### src/rtl/ser_grid_pkg.sv
// Shared types and defaults for the output sequencer slice.
package ser_grid_pkg;

  localparam int unsigned DATA_W_DEF = 8;

  typedef enum logic [1:0] {
    StIdle,
    StSend,
    StFin
  } seq_state_e;

endpackage

### src/rtl/ch_ptr.sv
// Channel pointer helper: wrap-around increment (step=1) or range clamp (step=0).
module ch_ptr #(
  parameter int unsigned N_CH  = 8,
  parameter int unsigned SEL_W = $clog2(N_CH)
) (
  input  logic [SEL_W-1:0] cur,
  input  logic             step,
  output logic [SEL_W-1:0] nxt
);

  localparam logic [SEL_W-1:0] Last = SEL_W'(N_CH - 1);

  always_comb begin
    nxt = cur;
    if (step) begin
      nxt = (cur >= Last) ? '0 : cur + SEL_W'(1);
    end else begin
      nxt = (cur > Last) ? Last : cur;
    end
  end

endmodule

### src/rtl/output_sequencer.sv
// Presents one channel of neuron output to the SPI side: either a live direct
// selection or a handshaked scan over a snapshot of all channels.
module output_sequencer
  import ser_grid_pkg::*;
#(
  parameter int unsigned DATA_W = DATA_W_DEF,
  parameter int unsigned N_CH   = 8,
  parameter int unsigned SEL_W  = $clog2(N_CH)
) (
  input  logic                   clk,
  input  logic                   rst_n,
  input  logic [N_CH*DATA_W-1:0] dout_flat,
  input  logic                   mode,
  input  logic [SEL_W-1:0]       output_select,
  input  logic [SEL_W-1:0]       start_ch,
  input  logic [SEL_W-1:0]       end_ch,
  input  logic                   snap_req,
  input  logic                   out_ready,
  output logic [DATA_W-1:0]      dout_spi,
  output logic                   out_valid,
  output logic [SEL_W-1:0]       out_idx,
  output logic                   busy,
  output logic                   done
);

  seq_state_e        state_q, state_d;
  logic [SEL_W-1:0]  ptr_q, ptr_d;
  logic [SEL_W-1:0]  end_q, end_d;
  logic [DATA_W-1:0] shadow_q [N_CH];
  logic [DATA_W-1:0] shadow_d [N_CH];
  logic [DATA_W-1:0] live_ch  [N_CH];
  logic [DATA_W-1:0] dout_spi_q, dout_spi_d;
  logic [SEL_W-1:0]  out_idx_q, out_idx_d;
  logic              out_valid_q, out_valid_d;
  logic              busy_q, busy_d;
  logic              done_q, done_d;

  logic [SEL_W-1:0]  ptr_nxt, start_cl, end_cl;
  logic              sel_ok;

  ch_ptr #(.N_CH(N_CH), .SEL_W(SEL_W)) u_ptr_inc (
    .cur  (ptr_q),
    .step (1'b1),
    .nxt  (ptr_nxt)
  );

  ch_ptr #(.N_CH(N_CH), .SEL_W(SEL_W)) u_start_clamp (
    .cur  (start_ch),
    .step (1'b0),
    .nxt  (start_cl)
  );

  ch_ptr #(.N_CH(N_CH), .SEL_W(SEL_W)) u_end_clamp (
    .cur  (end_ch),
    .step (1'b0),
    .nxt  (end_cl)
  );

  always_comb begin
    for (int k = 0; k < N_CH; k++) begin
      live_ch[k] = dout_flat[k*DATA_W +: DATA_W];
    end
  end

  assign sel_ok = ({1'b0, output_select} < (SEL_W + 1)'(N_CH));

  always_comb begin
    state_d     = state_q;
    ptr_d       = ptr_q;
    end_d       = end_q;
    shadow_d    = shadow_q;
    dout_spi_d  = dout_spi_q;
    out_idx_d   = out_idx_q;
    out_valid_d = out_valid_q;
    busy_d      = busy_q;
    done_d      = 1'b0;
    unique case (state_q)
      StIdle: begin
        if (mode && snap_req) begin
          // Snapshot and first beat load on the same edge.
          shadow_d    = live_ch;
          ptr_d       = start_cl;
          end_d       = end_cl;
          dout_spi_d  = live_ch[start_cl];
          out_idx_d   = start_cl;
          out_valid_d = 1'b1;
          busy_d      = 1'b1;
          state_d     = StSend;
        end else begin
          dout_spi_d  = sel_ok ? live_ch[output_select] : '0;
          out_idx_d   = output_select;
          out_valid_d = 1'b0;
        end
      end
      StSend: begin
        if (out_ready) begin
          if (ptr_q == end_q) begin
            out_valid_d = 1'b0;
            done_d      = 1'b1;
            state_d     = StFin;
          end else begin
            ptr_d      = ptr_nxt;
            dout_spi_d = shadow_q[ptr_nxt];
            out_idx_d  = ptr_nxt;
          end
        end
      end
      StFin: begin
        busy_d  = 1'b0;
        state_d = StIdle;
      end
      default: state_d = StIdle;
    endcase
  end

  always_ff @(posedge clk or negedge rst_n) begin
    if (!rst_n) begin
      state_q     <= StIdle;
      ptr_q       <= '0;
      end_q       <= '0;
      shadow_q    <= '{default: '0};
      dout_spi_q  <= '0;
      out_idx_q   <= '0;
      out_valid_q <= 1'b0;
      busy_q      <= 1'b0;
      done_q      <= 1'b0;
    end else begin
      state_q     <= state_d;
      ptr_q       <= ptr_d;
      end_q       <= end_d;
      shadow_q    <= shadow_d;
      dout_spi_q  <= dout_spi_d;
      out_idx_q   <= out_idx_d;
      out_valid_q <= out_valid_d;
      busy_q      <= busy_d;
      done_q      <= done_d;
    end
  end

  assign dout_spi  = dout_spi_q;
  assign out_idx   = out_idx_q;
  assign out_valid = out_valid_q;
  assign busy      = busy_q;
  assign done      = done_q;

endmodule

### config.mk
export PLATFORM = sky130hd
export DESIGN_NAME = output_sequencer
export DESIGN_NICKNAME = d
export VERILOG_FILES = /design/src/rtl/ser_grid_pkg.sv /design/src/rtl/ch_ptr.sv /design/src/rtl/output_sequencer.sv
export SDC_FILE = /design/constraint.sdc
export NUM_CORES = 1
export LEC_CHECK = 0
export ABC_AREA = 1
export BUFFER_PORTS_ARGS = -buffer_cell sky130_fd_sc_hd__buf_4
export CAP_MARGIN = 40
export CORE_AREA = 2 2 105 107
export CTS_CLUSTER_SIZE = 24
export DETAILED_ROUTE_END_ITERATION = 7
export DIE_AREA = 0 0 107 109
export PLACE_DENSITY = 0.77
export SYNTH_ARGS = -nofsm -noshare
export SYNTH_HDL_FRONTEND = slang
export SYNTH_SLANG_ARGS = --single-unit
### constraint.sdc
create_clock -name clk -period 5.1 [get_ports clk]
set_input_delay 0.51 -clock clk [delete_from_list [all_inputs] [get_ports clk]]
set_output_delay 0.51 -clock clk [all_outputs]
set_load 0.1 [all_outputs]
==> flow_summary_export.csv <==
group,metric,value,unit
outcome,status,"finished clean",
placement,pre_cts_slack,2.558,ns
routing,drtAntennaViolNets,0,
grt,grt_max_degree,81,
grt,overflow,0,
placement,gp_congestion,0.9311,
grt,busiest_layer,"met2",
timing,rsz0062_at_grt,"false",
cts,htree_levels,3,
synth,synth-seq-area-share,38.10,%
routing,drc,0,
cts,clkSlewWorstSetupHoldPaths,0.09,ns
placement,dp_hpwl,11350,µm
grt,grt_pass1_vias,5359,
timing,tightest_slew,0.8249,ns
finish,syn2layout_area_growth,15.15,%
finish,diodes,0,
synth,syn_avg_cell_area,6.213,µm²
cts,cts.sinks,86,
synth,synthesis.nets,989,
placement,placed_cells,1099,
finish,fin_cells,1114,
routing,drt-total-wl,16390,µm
setup_path,cp.required,5.37,ns
pwr,p_int,0.001863,W
cts,cts_tree,"done",
timing,post-route-period-util,51.28,%
timing,worst_slack,2.485,ns
synth,ys_types,25,
synth,netlist_area,5648,µm²
timing,fmax,382.4,MHz
worst_hold_path,hold_class,"input pin to async pin",
timing,drv_slew,0,
timing,setup_tns,0,ns
synth,ys_warn_count,0,
floorplan,coreArea,10600,µm²
timing,period_needed,2.615,ns
floorplan,pin_count,92,
pwr,switching_share,51.10,%
synth,netlist_instances,909,
grt,antenna_found_initial,0,
setup_path,critPathCaptureType,"register",
placement,dpl_cell_area,6329,µm²
timing,relSlewSlack,44.80,%
timing,hold_viol,0,
grt,track_usage,29.69,%
grt,grt_pass1_wl,26690,µm
cts,clockBufferDepth,2,
timing,setup_viol,0,
cts,holdBufCountCts,0,
pwr,combPwrFrac,56.0,%
pwr,ir_drop,816.4,µV
finish,final_util,61.34,%
pwr,seq_power_share,32.0,%
floorplan,initial_utilization,53.27,%
pwr,powerDensity,585.9,nW/µm²
cts,cts_setup_buffers,0,
placement,port_buffers,91,
pwr,leakagePower,3.802,nW
floorplan,fp.dieH,109,µm
finish,final_area,6504,µm²
routing,first_pass_iters,5,
setup_path,critPathKind,"register to register",
finish,layout.nets,1050,
pwr,switchingPower,0.001947,W
floorplan,die-area,11660,µm²
setup_path,cp.arrival,2.89,ns
finish,drive_gt1_share,13.04,%
routing,post_drt_wl_per_cell,14.71,µm
grt,met2_usage,47.63,%
cts,insertion_delay,0.38,ns
cts,cts_buffers,9,
setup_path,cp-start-kind,"register",
grt,met1_usage,39.85,%
setup_path,cp_max_fo,18,
routing,via_per_inst,5.180,
routing,dr_total_vias,5770,
pwr,pwr-share-clk,12.1,%
cts,root_buffer,"clkbuf_8",
timing,final.setup_skew,0.01021,ns
floorplan,fp-row-count,38,
synth,yosys_register_bits,86,
cts,cts_resized,0,
run,maxCapViolCount,0,
grt,met3_usage,3.825,%
floorplan,die_w,107,µm
routing,drt-initial-drc-count,522,
## Yosys cell counts, drive strengths merged
| library cell | n | share of area (%) |
|---|---|---|
| buf | 35 | 3.5 |
| nand3b | 1 | 0.13 |
| clkbuf | 11 | 0.73 |
| nand3 | 101 | 8.9 |
| xnor2 | 3 | 0.47 |
| nand2 | 405 | 27 |
| nor3 | 1 | 0.089 |
| mux2 | 3 | 0.60 |
| inv | 140 | 9.3 |
| dfrtp | 86 | 38 |
| a31oi | 1 | 0.22 |
| nand4 | 1 | 0.22 |
| nor2 | 27 | 1.9 |
| clkinv | 2 | 0.13 |
| a21oi | 8 | 0.71 |
| ha | 2 | 0.44 |
| o31ai | 1 | 0.22 |
| o211ai | 2 | 0.27 |
| o21ai | 79 | 7.0 |
## registers in the layout (all words and copies together) (netlist names)
signal and flops:
state_q 2, ptr_q 3, shadow_q 64, end_q 3, dout_spi 8, done 1
out_idx 3, busy 1, out_valid 1
## worst paths after layout
| kind | startpoint | slack [ns] | to | cells past startpoint |
|---|---|---|---|---|
| worst max register to register | ptr_q[0] | 2.48 | dout_spi[5] | 8 |
| worst min register to register | shadow_q[33] | 0.49 | shadow_q[33] | 2 |
| min in group clk | end_ch[1] | 0.36 | end_q[1] | 2 |
| worst max-delay path | ptr_q[0] | 2.48 | dout_spi[5] | 8 |
| worst min-delay path | rst_n | 0.03 | shadow_q[13] | 1 |
| max in group asynchronous | rst_n | 3.95 | shadow_q[27] | 2 |
## per-stage QoR
step | hold slack [ns] | power [W]
after floorplan | 0.2144 | 0.002833
after global placement | 0.4399 | 0.003284
after detailed placement | 0.4478 | 0.003337
after CTS | 0.04243 | 0.003792
after global routing | 0.05398 | 0.004113
final | 0.03082 | 0.003810
## metal layers
layer	share of wire (%)	vias to the layer above
met5	0	-
met4	3.6	0
met3	6.2	39
met2	45	229
met1	45	2624
li1	-	2878
## power by group through the flow
stage               Sequential, W  Clock (W)  Combinational (W)
floorplan                 0.00154          0            0.00129
global placement          0.00121          0            0.00207
detailed placement        0.00122          0            0.00211
CTS                       0.00121   0.000457            0.00212
global route              0.00125   0.000486            0.00237
finish                    0.00122   0.000460            0.00213
## worst max-delay path, stage by stage (launching register included)
cell and delay, ns:
dfrtp_1 0.46, ha_1 0.75, clkinv_1 0.67, nand3_1 0.27, nand2_1 0.07, nand2_1 0.06
nand2_1 0.06, nor2_1 0.09, a21oi_1 0.08
## placed cells by master (no fill, tap or decap), types with 3 or more instances in the layout
| master | Yosys | layout |
|---|---|---|
| inv_1 | 135 | 135 |
| clkbuf_8 | 0 | 11 |
| buf_4 | 6 | 94 |
| nand2_2 | 3 | 3 |
| inv_2 | 5 | 5 |
| o21ai_1 | 7 | 7 |
| nand2_1 | 402 | 401 |
| a21oi_1 | 8 | 8 |
| o21ai_0 | 72 | 72 |
| nor2_1 | 25 | 25 |
| nand3_1 | 101 | 101 |
| mux2_2 | 3 | 3 |
| dfrtp_1 | 86 | 86 |
| xnor2_1 | 3 | 3 |
## kinds of logic after synthesis
kind of cell | synth area share (%)
AOI/OAI and AO/OA | 8.418
xor gates and xnor gates | 0.4653
adders and majority gates | 0.4430
buffers and inverters | 13.65
DFF | 38.10
muxes | 0.5981
and+or+nand+nor | 38.33
## layout make-up
type | instances | area [µm²]
clock buffers | 12 | 155.1
clock inverters | 3 | 20.02
fillers | 1047 | 4099
inverters | 142 | 533.0
multi-input cells | 635 | 2733
flip-flops and latches | 86 | 2152
well taps | 140 | 175.2
repair buffers | 96 | 735.7
(Power assumes the default switching activity.)
